## config.mk

```make
export PLATFORM = sky130hd
export DESIGN_NAME = ex_mem_stage_buf
export DESIGN_NICKNAME = d
export VERILOG_FILES = /design/src/rtl/pipe_pkg.sv /design/src/rtl/sat_counter.sv /design/src/rtl/ex_mem_stage_buf.sv
export SDC_FILE = /design/constraint.sdc
export NUM_CORES = 1
export LEC_CHECK = 0
export CAP_MARGIN = 15
export CORE_MARGIN = 2
export CORE_UTILIZATION = 45
export CTS_CLUSTER_DIAMETER = 120
export DETAILED_ROUTE_END_ITERATION = 12
export PLACE_DENSITY_LB_ADDON = 0.08
export SYNTH_ARGS = -nofsm -noshare
export SYNTH_HDL_FRONTEND = slang
export SYNTH_SLANG_ARGS = --single-unit
```

## constraint.sdc

```tcl
create_clock -name clk_i -period 5.1 [get_ports clk_i]
set_input_delay 1.02 -clock clk_i [delete_from_list [all_inputs] [get_ports clk_i]]
set_output_delay 1.02 -clock clk_i [all_outputs]
set_load 0.02 [all_outputs]
```

## src/rtl/pipe_pkg.sv

```systemverilog
// pipe_pkg: shared definitions for the EX->MEM pipeline stage buffer.
//   stage_st_e   : occupancy state of the stage (EMPTY / FULL / SKID)
//   DEF_*        : default widths of the payload fields and stall counter
//   MEM_*_BIT    : bit positions of the read/write strobes in the memory control field
package pipe_pkg;

    localparam int unsigned DEF_WB_W   = 2;
    localparam int unsigned DEF_MEM_W  = 2;
    localparam int unsigned DEF_DATA_W = 32;
    localparam int unsigned DEF_REG_W  = 5;
    localparam int unsigned DEF_CNT_W  = 16;

    localparam int unsigned MEM_RD_BIT = 0;
    localparam int unsigned MEM_WR_BIT = 1;

    typedef enum logic [1:0] {
        ST_EMPTY = 2'd0,
        ST_FULL  = 2'd1,
        ST_SKID  = 2'd2
    } stage_st_e;

    // Width of one packed payload entry {wb, mem, result, rtdata, writeaddr}.
    function automatic int unsigned payload_w(input int unsigned wb_w,
                                              input int unsigned mem_w,
                                              input int unsigned data_w,
                                              input int unsigned reg_w);
        return wb_w + mem_w + 2 * data_w + reg_w;
    endfunction

endpackage

```

## src/rtl/sat_counter.sv

```systemverilog
// sat_counter: saturating up-counter.
//   clk_i  : clock
//   rst_i  : synchronous active-high reset, clears the count
//   inc_i  : add one this cycle (ignored once the count is all ones)
//   cnt_o  : current count
module sat_counter #(
    parameter int unsigned W = 16
) (
    input  logic         clk_i,
    input  logic         rst_i,
    input  logic         inc_i,
    output logic [W-1:0] cnt_o
);

    logic [W-1:0] cnt_q;
    logic [W-1:0] cnt_d;

    // Hold at the maximum value instead of wrapping.
    always_comb begin
        cnt_d = cnt_q;
        if (inc_i && (cnt_q != {W{1'b1}})) begin
            cnt_d = cnt_q + W'(1);
        end
    end

    always_ff @(posedge clk_i) begin
        if (rst_i) begin
            cnt_q <= '0;
        end else begin
            cnt_q <= cnt_d;
        end
    end

    assign cnt_o = cnt_q;

endmodule

```

## src/rtl/ex_mem_stage_buf.sv

```systemverilog
// ex_mem_stage_buf: EX->MEM pipeline register with valid/ready handshake,
// flush, stall counter and an optional one-entry skid buffer.
//
// Build option: define EX_MEM_SKID_EN to add the skid entry; ready_o then
// comes straight from the state register. Without it ready_o is
// ready_i | ~valid_o and the stage holds at most one instruction.
//
// Ports
//   clk_i, rst_i           : clock, synchronous active-high reset
//   valid_i / ready_o      : upstream (EX) handshake
//   flush_i                : squash every held instruction
//   wb_i, mem_i, result_i,
//   rtdata_i, writeaddr_i  : incoming instruction payload
//   valid_o / ready_i      : downstream (MEM) handshake
//   wb_o, mem_o, result_o,
//   rtdata_o, writeaddr_o  : held instruction (wb/mem forced to 0 on a bubble)
//   stall_cnt_o            : saturating count of cycles with valid_o & ~ready_i
module ex_mem_stage_buf
    import pipe_pkg::*;
#(
    parameter int unsigned WB_W   = DEF_WB_W,
    parameter int unsigned MEM_W  = DEF_MEM_W,
    parameter int unsigned DATA_W = DEF_DATA_W,
    parameter int unsigned REG_W  = DEF_REG_W,
    parameter int unsigned CNT_W  = DEF_CNT_W
) (
    input  logic              clk_i,
    input  logic              rst_i,
    input  logic              valid_i,
    output logic              ready_o,
    input  logic              flush_i,
    input  logic [WB_W-1:0]   wb_i,
    input  logic [MEM_W-1:0]  mem_i,
    input  logic [DATA_W-1:0] result_i,
    input  logic [DATA_W-1:0] rtdata_i,
    input  logic [REG_W-1:0]  writeaddr_i,
    output logic              valid_o,
    input  logic              ready_i,
    output logic [WB_W-1:0]   wb_o,
    output logic [MEM_W-1:0]  mem_o,
    output logic [DATA_W-1:0] result_o,
    output logic [DATA_W-1:0] rtdata_o,
    output logic [REG_W-1:0]  writeaddr_o,
    output logic [CNT_W-1:0]  stall_cnt_o
);

    // Payload layout, LSB first: writeaddr, rtdata, result, mem, wb.
    localparam int unsigned PL_W    = payload_w(WB_W, MEM_W, DATA_W, REG_W);
    localparam int unsigned CTRL_W  = WB_W + MEM_W;
    localparam int unsigned DPART_W = PL_W - CTRL_W;
    localparam int unsigned WA_LSB  = 0;
    localparam int unsigned RT_LSB  = WA_LSB + REG_W;
    localparam int unsigned RES_LSB = RT_LSB + DATA_W;
    localparam int unsigned MEM_LSB = RES_LSB + DATA_W;
    localparam int unsigned WB_LSB  = MEM_LSB + MEM_W;

    stage_st_e       state_q;
    stage_st_e       state_d;
    logic [PL_W-1:0] main_q;
    logic [PL_W-1:0] main_d;
    logic [PL_W-1:0] in_pl;
    logic            xfer_in;
    logic            xfer_out;

    assign in_pl    = {wb_i, mem_i, result_i, rtdata_i, writeaddr_i};
    assign valid_o  = (state_q != ST_EMPTY);
    assign xfer_in  = valid_i & ready_o;
    assign xfer_out = valid_o & ready_i;

`ifdef EX_MEM_SKID_EN
    logic [PL_W-1:0] skid_q;
    logic [PL_W-1:0] skid_d;

    // Decoded from state only: no path from ready_i to ready_o.
    assign ready_o = (state_q != ST_SKID);
`else
    assign ready_o = ready_i | ~valid_o;
`endif

    // Next-state and payload steering. Flush beats any transfer and keeps
    // data fields, clearing only the wb/mem control so nothing acts later.
    always_comb begin
        state_d = state_q;
        main_d  = main_q;
`ifdef EX_MEM_SKID_EN
        skid_d  = skid_q;
`endif
        if (flush_i) begin
            state_d = ST_EMPTY;
            main_d  = {{CTRL_W{1'b0}}, main_q[DPART_W-1:0]};
`ifdef EX_MEM_SKID_EN
            skid_d  = {{CTRL_W{1'b0}}, skid_q[DPART_W-1:0]};
`endif
        end else begin
            case (state_q)
                ST_EMPTY: begin
                    if (xfer_in) begin
                        main_d  = in_pl;
                        state_d = ST_FULL;
                    end
                end
                ST_FULL: begin
                    if (xfer_in && xfer_out) begin
                        main_d = in_pl;
                    end else if (xfer_out) begin
                        state_d = ST_EMPTY;
`ifdef EX_MEM_SKID_EN
                    end else if (xfer_in) begin
                        // MEM stalled: park the new instruction behind main.
                        skid_d  = in_pl;
                        state_d = ST_SKID;
`endif
                    end
                end
`ifdef EX_MEM_SKID_EN
                ST_SKID: begin
                    // Older entry leaves first; skid advances into main.
                    if (xfer_out) begin
                        main_d  = skid_q;
                        state_d = ST_FULL;
                    end
                end
`endif
                default: begin
                    state_d = ST_EMPTY;
                end
            endcase
        end
    end

    always_ff @(posedge clk_i) begin
        if (rst_i) begin
            state_q <= ST_EMPTY;
            main_q  <= '0;
`ifdef EX_MEM_SKID_EN
            skid_q  <= '0;
`endif
        end else begin
            state_q <= state_d;
            main_q  <= main_d;
`ifdef EX_MEM_SKID_EN
            skid_q  <= skid_d;
`endif
        end
    end

    // A bubble never carries write-back or memory control downstream.
    assign wb_o        = valid_o ? main_q[WB_LSB +: WB_W]   : '0;
    assign mem_o       = valid_o ? main_q[MEM_LSB +: MEM_W] : '0;
    assign result_o    = main_q[RES_LSB +: DATA_W];
    assign rtdata_o    = main_q[RT_LSB +: DATA_W];
    assign writeaddr_o = main_q[WA_LSB +: REG_W];

    sat_counter #(
        .W (CNT_W)
    ) u_stall_cnt (
        .clk_i (clk_i),
        .rst_i (rst_i),
        .inc_i (valid_o & ~ready_i),
        .cnt_o (stall_cnt_o)
    );

endmodule

```

==> results of run 1 <==
synth_stat cells (all sizes together) (2+ instances only):
| cell | number |
|---|---|
| o41ai | 2 |
| and2 | 5 |
| inv | 5 |
| nand4 | 7 |
| dfxtp | 90 |
| or2 | 3 |
| o31ai | 6 |
| a21oi | 82 |
| o21ai | 6 |
| nor4 | 2 |
| or4 | 6 |
| or3 | 9 |
| mux2i | 4 |
| nand3b | 2 |
| nor3 | 7 |
| nand2 | 145 |
| clkbuf | 23 |
| o311ai | 2 |
| buf | 75 |
flip-flops by register name (all words and copies together), names as in the netlist:
name and count:
u_stall_cnt.cnt_o 16, main_q 73, state_q 1
layer usage:
metal	GRT usage [%]	share of wire, %
met1	24.7	45
met3	6.76	6.9
met5	0	0
met2	31.5	47
met4	6.09	1.2
worst paths after layout:
kind                            startpoint         end  cells after the start
worst max-delay path               ready_i     ready_o                      4
worst min-delay path            main_q[61]  main_q[61]                      2
worst max register to register  state_q[0]  main_q[41]                      5
worst min register to register  main_q[61]  main_q[61]                      2
cells by family after synthesis:
| logic type | share of synthesized area, % |
|---|---|
| simple gates | 21.8 |
| buf+inv | 16.9 |
| compound gates | 13.9 |
| flops | 46.1 |
| mux | 1.02 |
| fa+ha+maj | 0.320 |
cell type report:
cell class	count	share of cell area, %
sequential	90	34.0
timing repair buffer	173	32.3
multi-input combinational	297	27.6
tap	108	2.55
clock buffer	10	2.41
clock inverter	6	0.802
inverter	5	0.354
stage by stage:
step                      hold slack, ns  worst slack, ns
after floorplan                    0.437             2.65
after global placement             0.440             1.63
after detailed placement           0.446             1.62
after CTS                          0.459             1.61
after global routing               0.477             1.56
final                              0.455             1.60
critical path: cells and delay by family:
family	cells	cell delay, ns
buf+inv	3	1.25
simple gates	1	0.21
power by group through the flow:
stage / Sequential (mW) / Clock [mW] / Combinational, mW
floorplan: 0.757 / 0 / 0.128
global placement: 0.758 / 0 / 0.215
detailed placement: 0.759 / 0 / 0.217
CTS: 0.743 / 0.448 / 0.218
global route: 0.747 / 0.483 / 0.231
finish: 0.742 / 0.433 / 0.215
==> impl_metrics.tcl, run 1 <==
set metrics [dict create \
    outcome "complete, no violations" \
    worst_pin_slew_ns 0.906 \
    layout.cells.non_filler 689 \
    synth-main-ff-cell "dfxtp_1" \
    ys_seq_area_share_pct 46.1 \
    yosys.cell_types.count 36 \
    critPathMostFrequentCell "clkdlybuf4s50_1" \
    ant_nets 0 \
    synth_area_leader_cell "dfxtp_1" \
    crit_type "in2out" \
    yosysTopAreaCellShare_pct 46.1 \
    areaGrowthSynthToFinish_pct 35.6 \
    syn_inst 490 \
    placedCellCount 673 \
    regToRegSetupSlack_ns 3.20 \
    grt_max_degree 60 \
    first_global_vias 3206 \
    worstSkewPairLatency_ns 0.35 \
    ys_warn_count 0 \
    slowest_delay_ns 0.63 \
    final_common_cell "clkdlybuf4s50_1" \
    final_cell_mix "clkdlybuf4s50_1, nand2_1, dfxtp_1" \
    grt_overflow 0 \
    post_cts_resize_count 0 \
    power_frac_clock_pct 31.1 \
    die_area_um2 9460 \
    slew_headroom_pct 39.6 \
    path_cells "clkdlybuf4s50_1 -> and2b_4 -> inv_2 -> clkdlybuf4s50_1" \
    die_y_um 97.2 \
    track_usage_pct 19.5 \
    h-tree-depth 3 \
    maxCapViolations 0 \
    clockRootBuffer "clkbuf_8" \
    worstPathRequired_ns 4.08 \
    worst_path_max_delay_cell "clkdlybuf4s50_1" \
    seqPwrFrac_pct 53.4 \
    synthArstFlopShare_pct 0 \
    clockBufferDepth 2 \
    hpwl_mm 6.42 \
    hold_buffers 0 \
    multi_input_area_um2 1460 \
    nNetsFinal 655 \
    fin_crit_sh_pct 68.6 \
    finalHoldViolCount 0 \
    switching_share_pct 26.5 \
    start_kind "primary input" \
    placed_area_um2 5130 \
    nFillCells 764 \
    post_cts_buffers 0 \
    syn_area_um2 3910 \
    antenna_cells 0 \
    cts_tree "built" \
    ys_ff_latch 90 \
    first_pass_iters 4 \
    synth_area_leaders "dfxtp_1, nand2_1, buf_4" \
    arrival_ns 2.48 \
    setup_viol 0 \
    fmax_mhz 286 \
    die_w_um 97.2 \
    p_total_mw 1.39 \
    seqCellArea_um2 1800 \
    rsz0062_at_grt "no" \
    p_per_area_nw_per_um2 262 \
    synth_area_per_cell_um2 7.98 \
    fin_crit_ns 3.50 \
    drive_gt1_share_pct 5.85 \
    cp_max_fo 11 \
    antenna_found_initial 0 \
    combPwrFrac_pct 15.5 \
    io_buffers 168 \
    endpoint_kind "primary output" \
    min_path_type "reg2reg" \
    grt_pass1_wl_mm 15.3 \
    wl_mm 9.39 \
    pin_count 169 \
    fin_util_pct 61.7 \
    synth_nets 569 \
    cellLeakagePower_nw 1.83 \
    final_area_um2 5300 \
    synth_edf_count 0 \
    cts_buffers 9 \
    power.internal_mw 1.02 \
    via_per_inst 4.95 \
    slew_violations 0 \
    gp_congestion 0.755 \
    ir_drop_v 0.000111 \
    p_sw_mw 0.368 \
    start_util_pct 45.5 \
    clk_pin_slew_worst_paths_ns 0.09 \
    drtIter0Drc 63 \
    drc 0 \
    wire_per_inst_um 13.6 \
    cts_sinks 90 \
    clock_skew_ns 0.0104 \
    routed-via-count 3413 \
    fin_tns_setup_ns 0 \
    core_area_um2 8590 \
    row_count 34 \
]
No activity file was read; power rests on OpenSTA's default activity.
==> run 2: changes to the inputs <==
CORE_UTILIZATION = 38   (was 45)
clock period = 3.2 ns   (was 5.1 ns; I/O delays follow)
==> run 2 against run 1 <==
Effect of this change:
- sequential cell count unchanged
- routed wire length up 3.2%
- final area up 1.5%
- total power up 62%
- first-iteration DRC count up 110%
- count of clock-buffer cells in the layout unchanged
- clock skew up 0.00091 ns
==> impl_metrics.tcl, run 2 (same netlist as run 1, synthesis figures left out) <==
set metrics [dict create \
    slew_headroom_pct 57.5 \
    largest_reg_flops 73 \
    cts_sinks 90 \
    h-tree-depth 3 \
    outcome "complete, no violations" \
    start_kind "primary input" \
    maxCapViolations 0 \
    final_cell_mix "clkdlybuf4s50_1, nand2_1, dfxtp_1" \
    post_cts_resize_count 0 \
    die_w_um 105 \
    endpoint_kind "primary output" \
    timing.rr.end "u_stall_cnt.cnt_o[14]" \
    rsz0062_at_grt "no" \
    cts_tree "built" \
    first_pass_iters 4 \
    fmax_mhz 365 \
    die_area_um2 11100 \
    first_global_vias 3161 \
    hold_buffers 0 \
    start_util_pct 38.6 \
    wl_mm 9.68 \
    clk_pin_slew_worst_paths_ns 0.08 \
    die_y_um 105 \
    row_count 37 \
    regMostFlops "main_q" \
    core_area_um2 10100 \
    p_per_area_nw_per_um2 418 \
    ant_nets 0 \
    fin_crit_sh_pct 85.5 \
    cp_max_fo 11 \
    post_cts_buffers 0 \
    routed-via-count 3393 \
    pin_count 169 \
    worstSkewPairLatency_ns 0.36 \
    cts_buffers 9 \
    io_buffers 168 \
    worst_pin_slew_ns 0.637 \
    clockBufferDepth 2 \
    r2r_start "state_q[0]" \
    clockRootBuffer "clkbuf_8" \
    fin_tns_setup_ns 0 \
    reg2regPathDepth 5 \
    drc 0 \
    worstPathRequired_ns 2.56 \
    clock_skew_ns 0.0113 \
    regToRegSetupSlack_ns 1.34 \
    areaGrowthSynthToFinish_pct 37.6 \
    hold_path_depth 2 \
    nNetsFinal 657 \
    antenna_found_initial 0 \
    slew_violations 0 \
    fin_crit_ns 2.74 \
    drtIter0Drc 132 \
    nFillCells 976 \
    p_total_mw 2.25 \
    track_usage_pct 17.1 \
    crit_type "in2out" \
    wire_per_inst_um 13.5 \
    gp_congestion 0.766 \
    grt_overflow 0 \
    drive_gt1_share_pct 6.17 \
    final_common_cell "clkdlybuf4s50_1" \
    ir_drop_v 0.000184 \
    grt_pass1_wl_mm 15.4 \
    finalHoldViolCount 0 \
    via_per_inst 4.72 \
    grt_max_degree 70 \
    cellLeakagePower_nw 1.86 \
    hold_start "main_q[45]" \
    arrival_ns 2.10 \
    min_to "main_q[45]" \
    antenna_cells 0 \
    hpwl_mm 6.63 \
    setup_viol 0 \
    min_path_type "reg2reg" \
]
-- run 2: worst max-delay path by stage --
stage,from,cells past startpoint,to
after global placement,ready_i,4,ready_o
after detailed placement,ready_i,4,ready_o
after floorplan,ready_i,6,u_stall_cnt.cnt_o[10]
final,ready_i,4,ready_o
after CTS,ready_i,4,ready_o
after global routing,ready_i,4,ready_o
-- run 2: where the power goes --
group	switching (mW)	leakage, nW	internal, mW	total (mW)
Sequential	0.0210	0.733	1.16	1.18
Combinational	0.162	1.04	0.187	0.349
Clock	0.428	0.0916	0.293	0.721
Total	0.611	1.86	1.64	2.25
-- run 2: per-layer routing --
metal | GRT usage [%] | wire [µm] | vias to the layer above
met2 | 25.9 | 4130 | 121
met1 | 22.8 | 4710 | 1524
met3 | 5.07 | 683 | 11
met5 | 0 | 0 | -
met4 | 6.76 | 166 | 0
li1 | - | - | 1737
-- run 2: worst max-delay path, stage by stage --
cell	delay, ns
clkdlybuf4s50_1	0.47
and2b_4	0.21
inv_2	0.14
clkdlybuf4s50_1	0.64
-- run 2: area by class of cell --
type / instances / area [µm²] / area share [%]
inverters: 5 / 18.8 / 0.349
clock inverters: 6 / 48.8 / 0.906
repair buffers: 175 / 1750 / 32.6
multi-input cells: 297 / 1460 / 27.2
clock buffers: 10 / 128 / 2.37
flip-flops and latches: 90 / 1800 / 33.5
well taps: 136 / 170 / 3.16
-- run 2: metrics by stage --
step | utilization, % | cells | worst slack, ns | hold WS (ns) | area (µm²)
2_1_floorplan | - | 490 | 1.23 | 0.437 | 3910
5_1_grt | 53.1 | 719 | 0.411 | 0.481 | 5390
3_5_place_dp | 51.4 | 703 | 0.470 | 0.446 | 5210
3_3_place_gp | 51.4 | 703 | 0.475 | 0.441 | 5210
6_report | 53.1 | 719 | 0.463 | 0.456 | 5390
4_1_cts | 53.1 | 719 | 0.464 | 0.458 | 5390
==> run 3: changes to the inputs <==
CORE_MARGIN = default   (was 2)
==> run 3 against run 2 <==
Effect of this change:
- sequential cell count stayed put
- clock power is 4.2% higher
- setup slack worse by 0.0015 ns
- total power is 1.2% higher
- highest routed layer unchanged
==> impl_metrics.tcl, run 3 (same netlist as run 1, synthesis figures left out) <==
set metrics [dict create \
    crit_type "in2out" \
    placed_area_um2 5180 \
    track_usage_pct 17.5 \
    fin_crit_sh_pct 85.6 \
    first_global_vias 3130 \
    start_kind "primary input" \
    areaGrowthSynthToFinish_pct 37.1 \
    arrival_ns 2.10 \
    nNetsFinal 657 \
    critPathMostFrequentCell "clkdlybuf4s50_1" \
    regToRegSetupSlack_ns 1.18 \
    grt_max_degree 56 \
    outcome "complete, no violations" \
    p_per_area_nw_per_um2 425 \
    power.internal_mw 1.71 \
    hpwl_mm 6.57 \
    seqPwrFrac_pct 51.9 \
    slew_headroom_pct 37.4 \
    worstSkewPairLatency_ns 0.35 \
    worstPathRequired_ns 2.56 \
    timing.rr.end "u_stall_cnt.cnt_o[1]" \
    h-tree-depth 3 \
    cp_max_fo 11 \
    drive_gt1_share_pct 5.84 \
    path_delay_family "buffers and inverters" \
    power_frac_clock_pct 32.9 \
    via_per_inst 4.73 \
    rsz0062_at_grt "no" \
    drtIter0Drc 71 \
    start_util_pct 39.7 \
    fin_crit_ns 2.74 \
    grt_pass1_wl_mm 14.7 \
    drc 0 \
    core_area_um2 9860 \
    fmax_mhz 365 \
    clockRootBuffer "clkbuf_8" \
    die_y_um 103 \
    grt_overflow 0 \
    die_area_um2 10700 \
    p_total_mw 2.28 \
    worst_pin_slew_ns 0.939 \
    final_common_cell "clkdlybuf4s50_1" \
    largest_reg_flops 73 \
    hold_slack_ns 0.455 \
    crit_cells 4 \
    slowest_delay_ns 0.64 \
    io_buffers 168 \
    setup_viol 0 \
    die_w_um 103 \
    fin_tns_setup_ns 0 \
    gp_congestion 0.745 \
    cts_tree "built" \
    hold_path_depth 2 \
    ir_drop_v 0.000222 \
    antenna_cells 0 \
    first_pass_iters 4 \
    path_cells "clkdlybuf4s50_1 -> and2b_4 -> inv_2 -> clkdlybuf4s50_1" \
    nFillCells 950 \
    endpoint_kind "primary output" \
    clk_pin_slew_worst_paths_ns 0.08 \
    routed-via-count 3382 \
    hold_start "main_q[65]" \
    maxCapViolations 0 \
    combPwrFrac_pct 15.2 \
    cts_sinks 90 \
    clock_skew_ns 0.0140 \
    worst_path_max_delay_cell "clkdlybuf4s50_1" \
    cellLeakagePower_nw 1.84 \
    row_count 36 \
    min_to "main_q[65]" \
    ant_nets 0 \
    pin_count 169 \
    wire_per_inst_um 13.3 \
    post_cts_buffers 0 \
    post_cts_resize_count 0 \
    cts_buffers 9 \
    final_cell_mix "clkdlybuf4s50_1, nand2_1, dfxtp_1" \
    slew_violations 0 \
    clockBufferDepth 2 \
    reg2regPathDepth 5 \
    p_sw_mw 0.574 \
    wl_mm 9.55 \
    regMostFlops "main_q" \
    hold_buffers 0 \
    final_area_um2 5370 \
    switching_share_pct 25.2 \
    finalHoldViolCount 0 \
    antenna_found_initial 0 \
    r2r_start "u_stall_cnt.cnt_o[14]" \
    path_buf_inv 3 \
    min_path_type "reg2reg" \
]
[run 3: cell count changes in the layout (fill, tap and decap cells not counted), sizes merged]
| cell | previous run | this run |
|---|---|---|
| clkinv | 3 | 1 |
| inv | 8 | 5 |
| clkbuf | 10 | 11 |
| bufinv | 0 | 1 |
| clkinvlp | 0 | 2 |
[run 3: stage by stage]
stage | worst slack (ns) | instances | util [%]
after floorplan | 1.23 | 490 | -
after global placement | 0.463 | 700 | 52.5
after detailed placement | 0.475 | 700 | 52.5
after CTS | 0.468 | 715 | 54.4
after global routing | 0.401 | 715 | 54.4
final | 0.461 | 715 | 54.4
[run 3: how the worst max path moves through the flow]
stage | from | to | slack, ns
floorplan | ready_i | u_stall_cnt.cnt_o[10] | 1.23
global placement | ready_i | ready_o | 0.46
detailed placement | ready_i | ready_o | 0.48
CTS | ready_i | ready_o | 0.47
global route | ready_i | ready_o | 0.40
finish | ready_i | ready_o | 0.46
[run 3: power groups by stage]
stage                     Combinational (mW)  Sequential, mW  Clock, mW
after floorplan                        0.204            1.21          0
after global placement                 0.346            1.21          0
after detailed placement               0.349            1.21          0
after CTS                              0.350            1.18      0.778
after global routing                   0.375            1.19      0.832
final                                  0.346            1.18      0.751
[run 3: layout make-up]
type / count / area, µm² / area share [%]
flip-flops and latches: 90 / 1800 / 33.6
repair buffers: 175 / 1730 / 32.2
multi-input cells: 297 / 1460 / 27.3
well taps: 133 / 166 / 3.10
clock buffers: 11 / 131 / 2.45
clock inverters: 4 / 53.8 / 1.00
inverters: 5 / 18.8 / 0.350
[run 3: layer usage]
metal	routed length, µm	vias to the layer above	part of all wire [%]	global-route usage [%]
li1	-	1727	-	-
met4	123	0	1.3	5.53
met3	705	13	7.4	5.04
met1	4210	1526	44	21.5
met2	4510	116	47	29.5
met5	0	-	0	0
[run 3: tightest hold or removal path, stage by stage, from the launching register on]
cell and delay (ns):
dfxtp_1 0.31, nand2_1 0.05, a21oi_1 0.05
